## src/rtl/cpu_fetch_pkg.sv

```systemverilog
// Shared control-state and opcode encodings used by the fetch stage and cpu_control.
package cpu_fetch_pkg;

    typedef enum logic [3:0] {
        STATE_FETCH_PC   = 4'h0,
        STATE_FETCH_INST = 4'h1,
        STATE_LOAD_ADDR  = 4'h2,
        STATE_LDI        = 4'h3,
        STATE_JUMP       = 4'h4,
        STATE_OUT_A      = 4'h5,
        STATE_RAM_A      = 4'h6,
        STATE_RAM_B      = 4'h7,
        STATE_STORE_A    = 4'h8,
        STATE_ALU_OP     = 4'h9,
        STATE_HALT       = 4'hA,
        STATE_NEXT       = 4'hB
    } state_e;

    localparam logic [7:0] OP_LDI = 8'h10;
    localparam logic [7:0] OP_JMP = 8'h20;
    localparam logic [7:0] OP_JEZ = 8'h21;
    localparam logic [7:0] OP_JNZ = 8'h22;
    localparam logic [7:0] OP_HLT = 8'hFF;

endpackage

```

## src/rtl/cpu_jump_cond.sv

```systemverilog
// Combinational jump resolver: exact opcode match against the jump opcodes and the zero flag.
module cpu_jump_cond
    import cpu_fetch_pkg::*;
(
    input  logic [7:0] opcode,
    input  logic       zero_flag,
    output logic       taken
);

    always_comb begin
        // NOTE: default assignment first so every path drives taken and no latch is inferred.
        taken = 1'b0;
        case (opcode)
            OP_JMP:  taken = 1'b1;
            OP_JEZ:  taken = zero_flag;
            OP_JNZ:  taken = ~zero_flag;
            default: taken = 1'b0;
        endcase
    end

endmodule

```

## src/rtl/cpu_fetch.sv

```systemverilog
// Fetch/sequencing stage: PC, MAR, IR and operand registers driven by the control state.
// Optional breakpoint halt on PC match is enabled by defining CPU_FETCH_BREAKPOINT_EN.
module cpu_fetch
    import cpu_fetch_pkg::*;
#(
    parameter logic [7:0] PC_RESET = 8'h00
) (
    input  logic       clk,
    input  logic       reset_n,
    input  logic [3:0] state,
    input  logic [7:0] mem_rdata,
    input  logic       zero_flag,
    input  logic [7:0] bp_addr,
    output logic [7:0] mem_addr,
    output logic [7:0] opcode,
    output logic [7:0] operand,
    output logic [7:0] pc,
    output logic       cycle_reset,
    output logic       halted
);

    logic jump_taken;
    logic next_seen;   // NEXT was present on the previous acting edge

    cpu_jump_cond u_jump_cond (
        .opcode    (opcode),
        .zero_flag (zero_flag),
        .taken     (jump_taken)
    );

`ifndef CPU_FETCH_BREAKPOINT_EN
    logic unused_bp;
    assign unused_bp = ^bp_addr;
`endif

    // NOTE: sequential state uses non-blocking assignments so all registers update from pre-edge values.
    always_ff @(posedge clk or negedge reset_n) begin
        if (!reset_n) begin
            pc          <= PC_RESET;
            mem_addr    <= 8'h00;
            opcode      <= 8'h00;
            operand     <= 8'h00;
            cycle_reset <= 1'b0;
            halted      <= 1'b0;
            next_seen   <= 1'b0;
        end else if (!halted) begin
            cycle_reset <= 1'b0;
            next_seen   <= (state == STATE_NEXT);
            case (state)
                STATE_FETCH_PC: begin
`ifdef CPU_FETCH_BREAKPOINT_EN
                    if (pc == bp_addr) begin
                        halted <= 1'b1;
                    end else begin
                        mem_addr <= pc;
                        pc       <= pc + 8'd1;
                    end
`else
                    mem_addr <= pc;
                    pc       <= pc + 8'd1;
`endif
                end
                STATE_FETCH_INST: opcode <= mem_rdata;
                STATE_LOAD_ADDR: begin
                    operand  <= mem_rdata;
                    mem_addr <= mem_rdata;
                end
                STATE_LDI: operand <= mem_rdata;
                STATE_JUMP: begin
                    operand <= mem_rdata;
                    if (jump_taken) pc <= mem_rdata;
                end
                STATE_HALT: halted <= 1'b1;
                // A held NEXT yields a single pulse, never a level.
                STATE_NEXT: cycle_reset <= ~next_seen;
                default: ;
            endcase
        end
    end

endmodule

```

## config.mk

```make
export PLATFORM = sky130hd
export DESIGN_NAME = cpu_fetch
export DESIGN_NICKNAME = d
export VERILOG_FILES = /design/src/rtl/cpu_fetch_pkg.sv /design/src/rtl/cpu_jump_cond.sv /design/src/rtl/cpu_fetch.sv
export SDC_FILE = /design/constraint.sdc
export NUM_CORES = 1
export LEC_CHECK = 0
export BUFFER_PORTS_ARGS = -buffer_cell sky130_fd_sc_hd__buf_2
export CAP_MARGIN = 20
export CORE_MARGIN = 2
export CORE_UTILIZATION = 45
export DETAILED_ROUTE_END_ITERATION = 10
export GPL_ROUTABILITY_DRIVEN = 0
export PLACE_DENSITY = 0.75
export SETUP_SLACK_MARGIN = 0.5
export SLEW_MARGIN = 20
export SYNTH_ARGS = -nofsm -noshare
export SYNTH_HDL_FRONTEND = slang
export SYNTH_SLANG_ARGS = --single-unit
```

## constraint.sdc

```tcl
create_clock -name clk -period 3.97 [get_ports clk]
set_input_delay 0.794 -clock clk [delete_from_list [all_inputs] [get_ports clk]]
set_output_delay 0.794 -clock clk [all_outputs]
set_load 0.03 [all_outputs]
```

* Word-level counts from Yosys, hierarchy flattened
Cells that the tools add are included.
** Operators by class
- $add $sub $neg :: 1
- Multiply operators :: 0
- Div/mod/pow operators :: 0
- Order comparisons :: 0
- Eq/ne operators :: 10
- Shifts and indexed selects :: 0
- Multiplexer cells :: 7
- Bitwise gates (word level) :: 3
- Reductions and logical operators :: 8
** Operator list (number)
- $pmux 8 s2 :: 2
- $eq 8x6->1 const B :: 3
- $add 8x1->8 const B :: 1
- $eq 4x2->1 const B :: 2
- $eq 4x4->1 const B :: 2
- $mux 8 :: 1
- $reduce_and 2->1 :: 3
- $eq 4x1->1 const B :: 1
- $eq 4x3->1 const B :: 1
- $logic_not 4->1 :: 1
- $reduce_bool 2->1 :: 2
- $mux 1 :: 3
- $not 1->1 :: 3
- $pmux 1 s3 :: 1
- $reduce_and 3->1 :: 1
- $reduce_or 3->1 :: 1
- $ne 2x2->1 const B :: 1
** Word-level totals
- Register bits after elaboration :: 35
- Bits in latches :: 0
- RAM bits :: 0
- Memory bits (read-only) :: 0
- Input port bits :: 23
- Output and inout bits :: 34
- Memories kept :: 0

* Depth between registers and ports, before layout
Gate-level depths: netlist (run 1).
- Word-level depth :: 4
- Gate-level depth with buffers :: 7
- Gate-level depth less buffers :: 5

* By module
From an unflattened synthesis (run 1), not the netlist that was laid out.
** Unflattened totals
- Cells, all modules :: 148
- Area, all modules :: 1690.4 sq um
** By module, submodules not included
- cpu_fetch :: times used 1, cells an instance 145, area an instance 1664.1 sq um, sequential area each 875.8 sq um
- cpu_jump_cond :: times used 1, cells an instance 3, area an instance 26.3 sq um, sequential area each 0.0 sq um

* Least setup slack after synthesis (run 1)
OpenSTA, ideal clock, no wires.
- Kind :: in2reg
- Start point :: in state[3]
- End point :: reg operand[0]
- Setup time :: 0.125 ns
- Arrival time :: 1.998 ns
- Data required time :: 3.845 ns
- Setup slack :: 1.847 ns
- Cell stages on the path :: 6
- Path buffers :: 2
- Cells stage by stage :: buf_2 > nor3b_1 > buf_2 > nor2_1 > nor2_4 > mux2_2
** On the way
- Word-level cells in the longest chain between the ends :: 3
- Elaborated cells between the ends (all ways) :: 5
- Those cells by class :: eq/ne: 3; reduce/logical: 2
** Ends and longest elaborated chain
- start: declaration :: RTL line cpu_fetch.sv:10 : input logic [3:0] state,
- $eq 4x3->1 / $eq 4x2->1 (equally long branches) :: RTL line cpu_fetch.sv:49 : case (state)
- $reduce_or 3->1 (no line) (*)
- $reduce_and 2->1 (no line) (*)
- end signal: assignment :: RTL line cpu_fetch.sv:65 : operand <= mem_rdata;
- end signal: assignment :: RTL line cpu_fetch.sv:68 : STATE_LDI: operand <= mem_rdata;
- end signal: assignment :: RTL line cpu_fetch.sv:70 : operand <= mem_rdata;
- end: declaration :: RTL line cpu_fetch.sv:16 : output logic [7:0] operand,
Every way passes the cells marked *; elsewhere a longest branch is shown, timed or not.
A chain may end at the register's enable or synchronous reset.

* Worst setup path after layout (run 1)
- Start point :: in state[1]
- End point :: reg operand[7]
Same word-level chain as after synthesis.

==> run_results.csv, run 1 <==
group,metric,value,unit
cells_and_area,drive_gt1_share,37.6,%
critical_path,endpoint_kind,"register",
critical_path,critPathLaunchType,"input pin",
clocking,cts_max_level,2,
routing,postRouteAntennaNets,0,
cells_and_area,finalNonFillerCells,242,
pwr,ir_drop,0.357,mV
floorplan,ios,57,
worst_hold_path,hp-start,"next_seen",
cells_and_area,area_growth,20.5,%
cells_and_area,antenna_cells,0,
timing,fmax,466,MHz
global_route,grt-ovfl-total,0,
critical_path,worstPathMaxFanout,8,
critical_path,critical_path_class,"input pin to register",
routing,first_pass_iters,4,
clocking,cts.sinks,35,
routing,vias_per_cell,5.51,
clocking,clockBufferDepth,2,
critical_path,regToRegStartpoint,"opcode[2]",
routing,via_count,1333,
synthesis,synth_area_leaders,"dfrtp_1 52%, mux2_2 11%, mux2i_1 6.0%, a21oi_1 3.9%, nor2_1 2.9%",
place,dpl.hpwl,2760,µm
clocking,cts_buffers,5,
synthesis,async_reset_ff_share,100,%
critical_path,ff2ff_setup_slack,2.08,ns
clocking,cts_setup_buffers,0,
global_route,grt_pass1_wl,5980,µm
timing,period_minus_slack,2.15,ns
global_route,track_usage,18.8,%
worst_hold_path,min_path_type,"register to register",
outcome,status,"completed",
synthesis,syn_avg_cell_area,11.4,µm²
routing,route.detailed.drc,0,
synthesis,synth_edf_count,0,
timing,worst_slack,1.82,ns
timing,tightest_slew,0.759,ns
timing,finalHoldViolations,0,
pwr,combinationalPowerShare,40.8,%
synthesis,ys_warn_count,0,
synthesis,yosysTopAreaCellShare,52.4,%
synthesis,yosysTopAreaCell,"dfrtp_1",
pwr,power.total,0.00132,W
worst_hold_path,whs_path_depth,1,
floorplan,die_y,65.0,µm
pwr,p_sw,0.000552,W
critical_path,cp_data_required_time,4.12,ns
floorplan,die_area,4220,µm²
pwr,power_density,655,nW/µm²
timing,setup_tns,0,ns
synthesis,yosysSeqAreaShare,52.4,%
routing,drt_iter0_drc,63,
pwr,switching_share,41.9,%
place,place_ws,1.55,ns
pwr,p_leak,0.914,nW
floorplan,rows,22,
critical_path,slowest_delay,0.57,ns
synthesis,ys.flop_type,"dfrtp_1",
timing,hold_ws,0.478,ns
timing,maxSlewViolCount,0,
routing,avgRoutedWirePerCell,15.0,µm
worst_hold_path,worstHoldEndpoint,"cycle_reset",
critical_path,reg2reg_to,"pc[3]",
synthesis,ys_types,37,
timing,finClkSkew,0.00212,ns
global_route,grt_pass1_vias,1281,
synthesis,syn_nets,170,
clocking,cts-resized-gates,0,
clocking,clock_latency,0.27,ns
synthesis,synth_most_common_cell,"dfrtp_1",
clocking,clk_pin_slew,0.06,ns
global_route,grt_max_degree,36,
synthesis,syn_area,1670,µm²
floorplan,initial_utilization,46.4,%
critical_path,worstPathArrival,2.30,ns
critical_path,critical_path.slowest_cell,"nor4b_2",
clocking,cts_tree,"done",
place,port_buffers,48,
timing,setup_violations,0,
critical_path,crit_buf_inv,1,
global_route,antenna_found_initial,0,
run,maxCapViolations,0,
clocking,cts_root_buf,"clkbuf_8",
pwr,p_seq_share,42.2,%
synthesis,yosys-top-cells-count,"35 x dfrtp_1, 16 x mux2_2, 13 x a21oi_1, 13 x nor2_1, 10 x mux2i_1",
floorplan,core,3610,µm²
critical_path,rr_worst_depth,4,
timing,rsz0062_at_grt,"no",
pwr,pwr-share-clk,17.0,%
floorplan,die_w,65.0,µm
synthesis,ys_seq_elements,35,
pwr,internal_power,0.000767,W
timing,fin_crit_sh,54.0,%
critical_path,crit_family,"simple AND/OR/NAND/NOR gates",
timing,relSlewSlack,49.4,%
place,dp_cells,236,
synthesis,synthCells,146,
cells_and_area,nets,219,
critical_path,crit_chain,"buf_2 > nor4b_2 > nor2_1 > nor2_4 > mux2_2",
routing,wl,3640,µm
clocking,postCtsHoldBufs,0,
area by class of cell:
type | instances | area, µm²
Fill cell | 315 | 1590
Sequential cell | 35 | 876
Multi-Input combinational cell | 103 | 754
Timing Repair Buffer | 49 | 248
Clock buffer | 6 | 72.6
Tap cell | 48 | 60.1
Inverter | 1 | 3.75
registers in the layout (all words and copies together), names as in the netlist:
name,count
mem_addr,8
opcode,8
operand,8
pc,8
cycle_reset,1
halted,1
next_seen,1
metrics by stage:
step / area (µm²) / util (%)
floorplan: 1670 / -
global placement: 1930 / 53.6
detailed placement: 1930 / 53.6
CTS: 2010 / 55.6
global route: 2010 / 55.9
finish: 2010 / 55.9
cell usage in the layout (no fill, tap or decap), types with 3 or more instances in the layout:
| master | synthesis | layout |
|---|---|---|
| clkbuf_8 | 0 | 5 |
| nand3_1 | 5 | 5 |
| nand4_1 | 3 | 3 |
| a2bb2oi_1 | 3 | 3 |
| o21ai_0 | 5 | 5 |
| mux2_2 | 16 | 16 |
| a21oi_1 | 13 | 13 |
| mux2i_1 | 10 | 10 |
| buf_2 | 4 | 48 |
| nor2_1 | 13 | 13 |
| nand2_1 | 7 | 7 |
| dfrtp_1 | 35 | 35 |
routing by layer:
layer | wire length (µm) | share of wire (%) | GRT usage (%) | vias to the layer above
met5 | 0 | 0 | 0 | -
met4 | 33 | 0.91 | 5.59 | 0
met3 | 171 | 4.7 | 4.17 | 2
met2 | 1880 | 52 | 33.5 | 47
met1 | 1550 | 43 | 22.7 | 646
li1 | - | - | - | 638
cell families (layout without fill, tap and decap cells):
| kind of cell | count (synthesis) | in the layout | synth area share [%] |
|---|---|---|---|
| and+or+nand+nor | 42 | 42 | 14.4 |
| DFF | 35 | 35 | 52.4 |
| AOI/OAI and AO/OA | 34 | 34 | 12.7 |
| muxes | 26 | 26 | 16.8 |
| buffers and inverters | 8 | 56 | 2.99 |
| adders and majority gates | 1 | 1 | 0.748 |
power groups by stage:
| stage | logic, W | clock network, W | registers (W) |
|---|---|---|---|
| after floorplan | 0.000142 | 0 | 0.000785 |
| after global placement | 0.000531 | 0 | 0.000553 |
| after detailed placement | 0.000544 | 0 | 0.000563 |
| after CTS | 0.000545 | 0.000230 | 0.000557 |
| after global routing | 0.000577 | 0.000248 | 0.000575 |
| final | 0.000539 | 0.000224 | 0.000556 |
worst max path at each step:
stage | start | to | cells after the start
6_report | state[1] | operand[7] | 5
5_1_grt | state[1] | operand[7] | 5
4_1_cts | state[1] | operand[7] | 5
3_5_place_dp | state[1] | operand[7] | 5
3_3_place_gp | state[1] | operand[6] | 5
2_1_floorplan | state[3] | operand[0] | 6
Power figures use the tool's default switching activity.
==> run 2: changes to the inputs <==
CORE_UTILIZATION = 44   (was 45)
PLACE_DENSITY = 0.76   (was 0.75)
clock period = 1.7 ns   (was 3.97 ns; I/O delays follow)
==> run_results.csv, run 2 (synthesized netlist as in run 1, its figures left out) <==
group,metric,value,unit
global_route,grt_pass1_vias,1479,
global_route,antenna_found_initial,0,
pwr,power.total,0.00409,W
critical_path,crit_family,"simple AND/OR/NAND/NOR gates",
pwr,ir_drop,1.11,mV
pwr,power_density,1510,nW/µm²
pwr,combinationalPowerShare,47.1,%
routing,postRouteAntennaNets,0,
global_route,grt_max_degree,36,
timing,fmax,663,MHz
clocking,cts_tree,"done",
routing,route.detailed.drc,0,
critical_path,critPathLaunchType,"register",
clocking,clk_pin_slew,0.08,ns
timing,fin_crit_sh,88.7,%
critical_path,cp_data_required_time,1.93,ns
critical_path,worstPathArrival,1.74,ns
floorplan,die_area,4310,µm²
cells_and_area,design_area,2720,µm²
worst_hold_path,min_path_type,"input pin to asynchronous set/reset pin",
critical_path,rr_worst_depth,5,
floorplan,die_y,65.6,µm
critical_path,worstPathMaxFanout,10,
pwr,p_leak,1.23,nW
global_route,met2_usage,32.1,%
clocking,cts_buffers,5,
pwr,internal_power,0.00256,W
timing,maxSlewViolCount,0,
place,dpl.hpwl,2730,µm
pwr,pwr-share-clk,19.3,%
routing,avgRoutedWirePerCell,17.0,µm
timing,hold_ws,0.0740,ns
clocking,cts.sinks,35,
cells_and_area,nets,256,
place,port_buffers,48,
run,maxCapViolations,0,
critical_path,reg2reg_to,"pc[6]",
critical_path,crit_chain,"nor4b_4 > nand4_1 > buf_6 > a22oi_1 > a2bb2oi_2",
clocking,cts_root_buf,"clkbuf_8",
critical_path,endpoint_kind,"register",
timing,relSlewSlack,71.0,%
timing,tightest_slew,0.436,ns
critical_path,cp-startpoint,"opcode[7]",
global_route,grt_use_met1,28.0,%
clocking,clockBufferDepth,2,
routing,wl,4770,µm
floorplan,initial_utilization,45.7,%
global_route,grt_pass1_wl,7170,µm
cells_and_area,antenna_cells,0,
critical_path,regToRegStartpoint,"opcode[7]",
cells_and_area,drive_gt1_share,59.2,%
cells_and_area,final_common_cell,"buf_6",
timing,setup_violations,0,
clocking,postCtsHoldBufs,0,
clocking,cts_max_level,2,
timing,period_minus_slack,1.51,ns
pwr,switching_share,37.4,%
outcome,status,"completed",
clocking,clock_latency,0.30,ns
global_route,track_usage,22.3,%
critical_path,ff2ff_setup_slack,0.19,ns
global_route,grt-ovfl-total,0,
timing,finalHoldViolations,0,
routing,first_pass_iters,4,
critical_path,critical_path.slowest_cell,"dfrtp_2",
routing,drt_iter0_drc,65,
global_route,grt.busiest_layer,"met2",
critical_path,crit_buf_inv,1,
floorplan,rows,22,
critical_path,slowest_delay,0.43,ns
timing,finClkSkew,0.0112,ns
routing,via_count,1550,
floorplan,core,3660,µm²
critical_path,critical_path_class,"register to register",
floorplan,ios,57,
floorplan,die_w,65.6,µm
global_route,grt_use_met3,8.73,%
routing,vias_per_cell,5.52,
pwr,p_seq_share,33.5,%
cells_and_area,area_growth,62.6,%
pwr,p_sw,0.00153,W
place,dpl-instance-area,2060,µm²
cells_and_area,final_cell_mix,"36 x buf_6, 34 x buf_4, 28 x dfrtp_1, 13 x buf_2, 11 x nor2_1",
timing,rsz0062_at_grt,"yes",
cells_and_area,n_fill_cell,238,
==> run 2: timing repair <==
action,in CTS,in global routing
pin swaps,2,3
hold endpoints to repair,0,0
setup buffers,12,13
gates cloned,1,0
setup endpoints to repair,49,66
gates resized for setup,50,62
==> run 2: cell type report <==
type,instances,area (µm²),share of cell area (%)
sequential,35,885,32.6
multi-input combinational,103,883,32.5
timing repair buffer,86,768,28.3
clock buffer,6,82.6,3.04
tap,48,60.1,2.21
clock inverter,2,35.0,1.29
inverter,1,3.75,0.138
==> run 2: worst register-to-register path: stages (launching register included) <==
cell and delay (ns):
dfrtp_2 0.43, nor4b_4 0.31, nand4_1 0.14, buf_6 0.17, a22oi_1 0.21, a2bb2oi_2 0.17
==> run 2: how the worst max path moves through the flow <==
stage | to | cells after the start
global placement | pc[2] | 5
global route | pc[4] | 5
detailed placement | pc[3] | 5
finish | pc[6] | 5
CTS | pc[4] | 5
floorplan | pc[4] | 4
==> run 2: through the flow <==
stage	cells	setup WS, ns	utilization, %	setup TNS [ns]
finish	281	0.192	74.2	0
global route	281	0.138	74.2	0
CTS	268	0.224	66.8	0
detailed placement	247	-0.0149	56.2	-0.0149
global placement	247	0.0318	56.2	0
floorplan	146	0.108	-	0
==> run 2: power groups by stage <==
stage	clock network (W)	logic, W	registers (W)
after floorplan	0	0.000350	0.00184
after CTS	0.000791	0.00154	0.00133
after global placement	0	0.00126	0.00131
after detailed placement	0	0.00129	0.00132
final	0.000790	0.00193	0.00137
after global routing	0.000841	0.00203	0.00140
==> run 2: per-layer routing <==
layer,wire [µm],part of all wire (%),vias up
li1,-,-,711
met1,1920,40,753
met2,2360,49,72
met3,318,6.7,14
met4,173,3.6,0
met5,0,0,-
==> run 3: changes to the inputs <==
PLACE_DENSITY = 0.71   (was 0.76)
==> run_results.csv, run 3 (synthesized netlist as in run 1, its figures left out) <==
group,metric,value,unit
cells_and_area,fin_util,74.9,%
routing,first_pass_iters,4,
global_route,grt_pass1_wl,6830,µm
global_route,grt-ovfl-total,0,
routing,via_count,1574,
global_route,antenna_found_initial,0,
run,maxCapViolations,0,
pwr,combinationalPowerShare,47.6,%
critical_path,worstPathArrival,1.82,ns
place,port_buffers,48,
cells_and_area,final_cell_mix,"44 x buf_4, 34 x buf_6, 27 x dfrtp_1, 14 x buf_2",
routing,drt_iter0_drc,96,
clocking,clockBufferDepth,2,
floorplan,rows,22,
routing,wl,4890,µm
clocking,clock_latency,0.29,ns
timing,tightest_slew,0.326,ns
cells_and_area,n_fill_cell,233,
floorplan,initial_utilization,45.7,%
cells_and_area,antenna_cells,0,
pwr,p_seq_share,33.3,%
worst_hold_path,min_path_type,"input pin to register",
timing,setup_violations,0,
pwr,ir_drop,1.13,mV
clocking,cts_buffers,5,
floorplan,ios,57,
pwr,pwr-share-clk,19.0,%
pwr,p_leak,1.25,nW
critical_path,critPathLaunchType,"register",
cells_and_area,seqCellArea,886,µm²
routing,route.detailed.drc,0,
cells_and_area,nets,264,
floorplan,core,3660,µm²
floorplan,die_w,65.6,µm
timing,rsz0062_at_grt,"yes",
timing,fmax,606,MHz
critical_path,critical_path_class,"register to register",
timing,finalHoldViolations,0,
floorplan,die_y,65.6,µm
routing,postRouteAntennaNets,0,
clocking,clk_pin_slew,0.07,ns
cells_and_area,drive_gt1_share,58.9,%
clocking,cts_root_buf,"clkbuf_8",
pwr,switching_share,37.1,%
critical_path,cp_data_required_time,1.87,ns
pwr,power_density,1490,nW/µm²
outcome,status,"completed",
clocking,cts.sinks,35,
pwr,p_sw,0.00151,W
timing,period_minus_slack,1.65,ns
cells_and_area,area_growth,64.1,%
pwr,power.total,0.00408,W
timing,relSlewSlack,78.3,%
clocking,cts_max_level,2,
place,dpl.hpwl,2860,µm
timing,finClkSkew,0.00986,ns
floorplan,die_area,4310,µm²
cells_and_area,final_common_cell,"buf_4",
clocking,cts_tree,"done",
critical_path,worstPathMaxFanout,5,
global_route,grt_pass1_vias,1467,
timing,maxSlewViolCount,0,
pwr,internal_power,0.00257,W
routing,vias_per_cell,5.45,
global_route,track_usage,21.3,%
cells_and_area,multi_input_comb_area,863,µm²
global_route,grt_max_degree,17,
routing,avgRoutedWirePerCell,16.9,µm
timing,fin_crit_sh,97.0,%
critical_path,endpoint_kind,"register",
## run 3: cell count changes in the layout (fill, tap and decap cells not counted), moves of 2 or more
cell     delta
nand2_2     +2
a22oi_1     -2
buf_6       -2
buf_4      +10
a21oi_1     +7
nand2_1     -2
a21oi_2     -7
a22oi_2     +2
## run 3: metal layers
layer / vias to the layer above / track usage, % / routed length (µm)
met4: 0 / 8.33 / 45
met1: 779 / 27.5 / 2040
met3: 6 / 6.85 / 274
met2: 56 / 33.1 / 2530
li1: 733 / - / -
met5: - / 0 / 0
## run 3: final cells by class
cell class | instances | share of cell area [%]
sequential | 35 | 32.3
clock buffer | 6 | 3.01
timing repair buffer | 94 | 29.6
tap | 48 | 2.19
inverter | 1 | 0.137
multi-input combinational | 103 | 31.5
clock inverter | 2 | 1.28
## run 3: final timing paths
path | to | slack [ns] | start | cells past startpoint
min reg2reg | cycle_reset | 0.49 | next_seen | 1
min | operand[5] | 0.35 | mem_rdata[5] | 2
min in group asynchronous | opcode[0] | 0.47 | reset_n | 2
max in group asynchronous | opcode[2] | 0.74 | reset_n | 3
max | pc[3] | 0.05 | opcode[7] | 5
max reg2reg | pc[3] | 0.05 | opcode[7] | 5
## run 3: metrics by stage
stage	cell area, µm²	worst slack, ns	std cells	TNS, ns	hold WS [ns]
2_1_floorplan	1730	0.108	146	0	0.0444
3_3_place_gp	2070	0.00913	248	0	0.248
3_5_place_dp	2070	-0.0234	248	-0.0234	0.262
4_1_cts	2420	0.128	271	0	0.343
5_1_grt	2740	-0.00662	289	-0.00662	0.346
6_report	2740	0.0507	289	0	0.350
## run 3: timing repair
item	4_1_cts	5_1_grt
gates resized for setup	37	74
endpoints found under the hold margin	13	0
setup buffers	14	17
pin swaps	4	4
gates cloned	0	1
hold buffers	1	0
endpoints found under the setup margin	49	66
## run 3: power by group through the flow
stage | Sequential [W] | Combinational (W) | Clock, W
after floorplan | 0.00184 | 0.000350 | 0
after global routing | 0.00139 | 0.00204 | 0.000836
after global placement | 0.00130 | 0.00127 | 0
final | 0.00136 | 0.00194 | 0.000776
after detailed placement | 0.00132 | 0.00129 | 0
after CTS | 0.00130 | 0.00149 | 0.000779
## run 3: critical path: stages, from the launching register on
cell and delay (ns):
dfrtp_2 0.43, nor4b_4 0.29, nand4_1 0.27, buf_4 0.23, nand2_2 0.09, o2bb2a_2 0.22
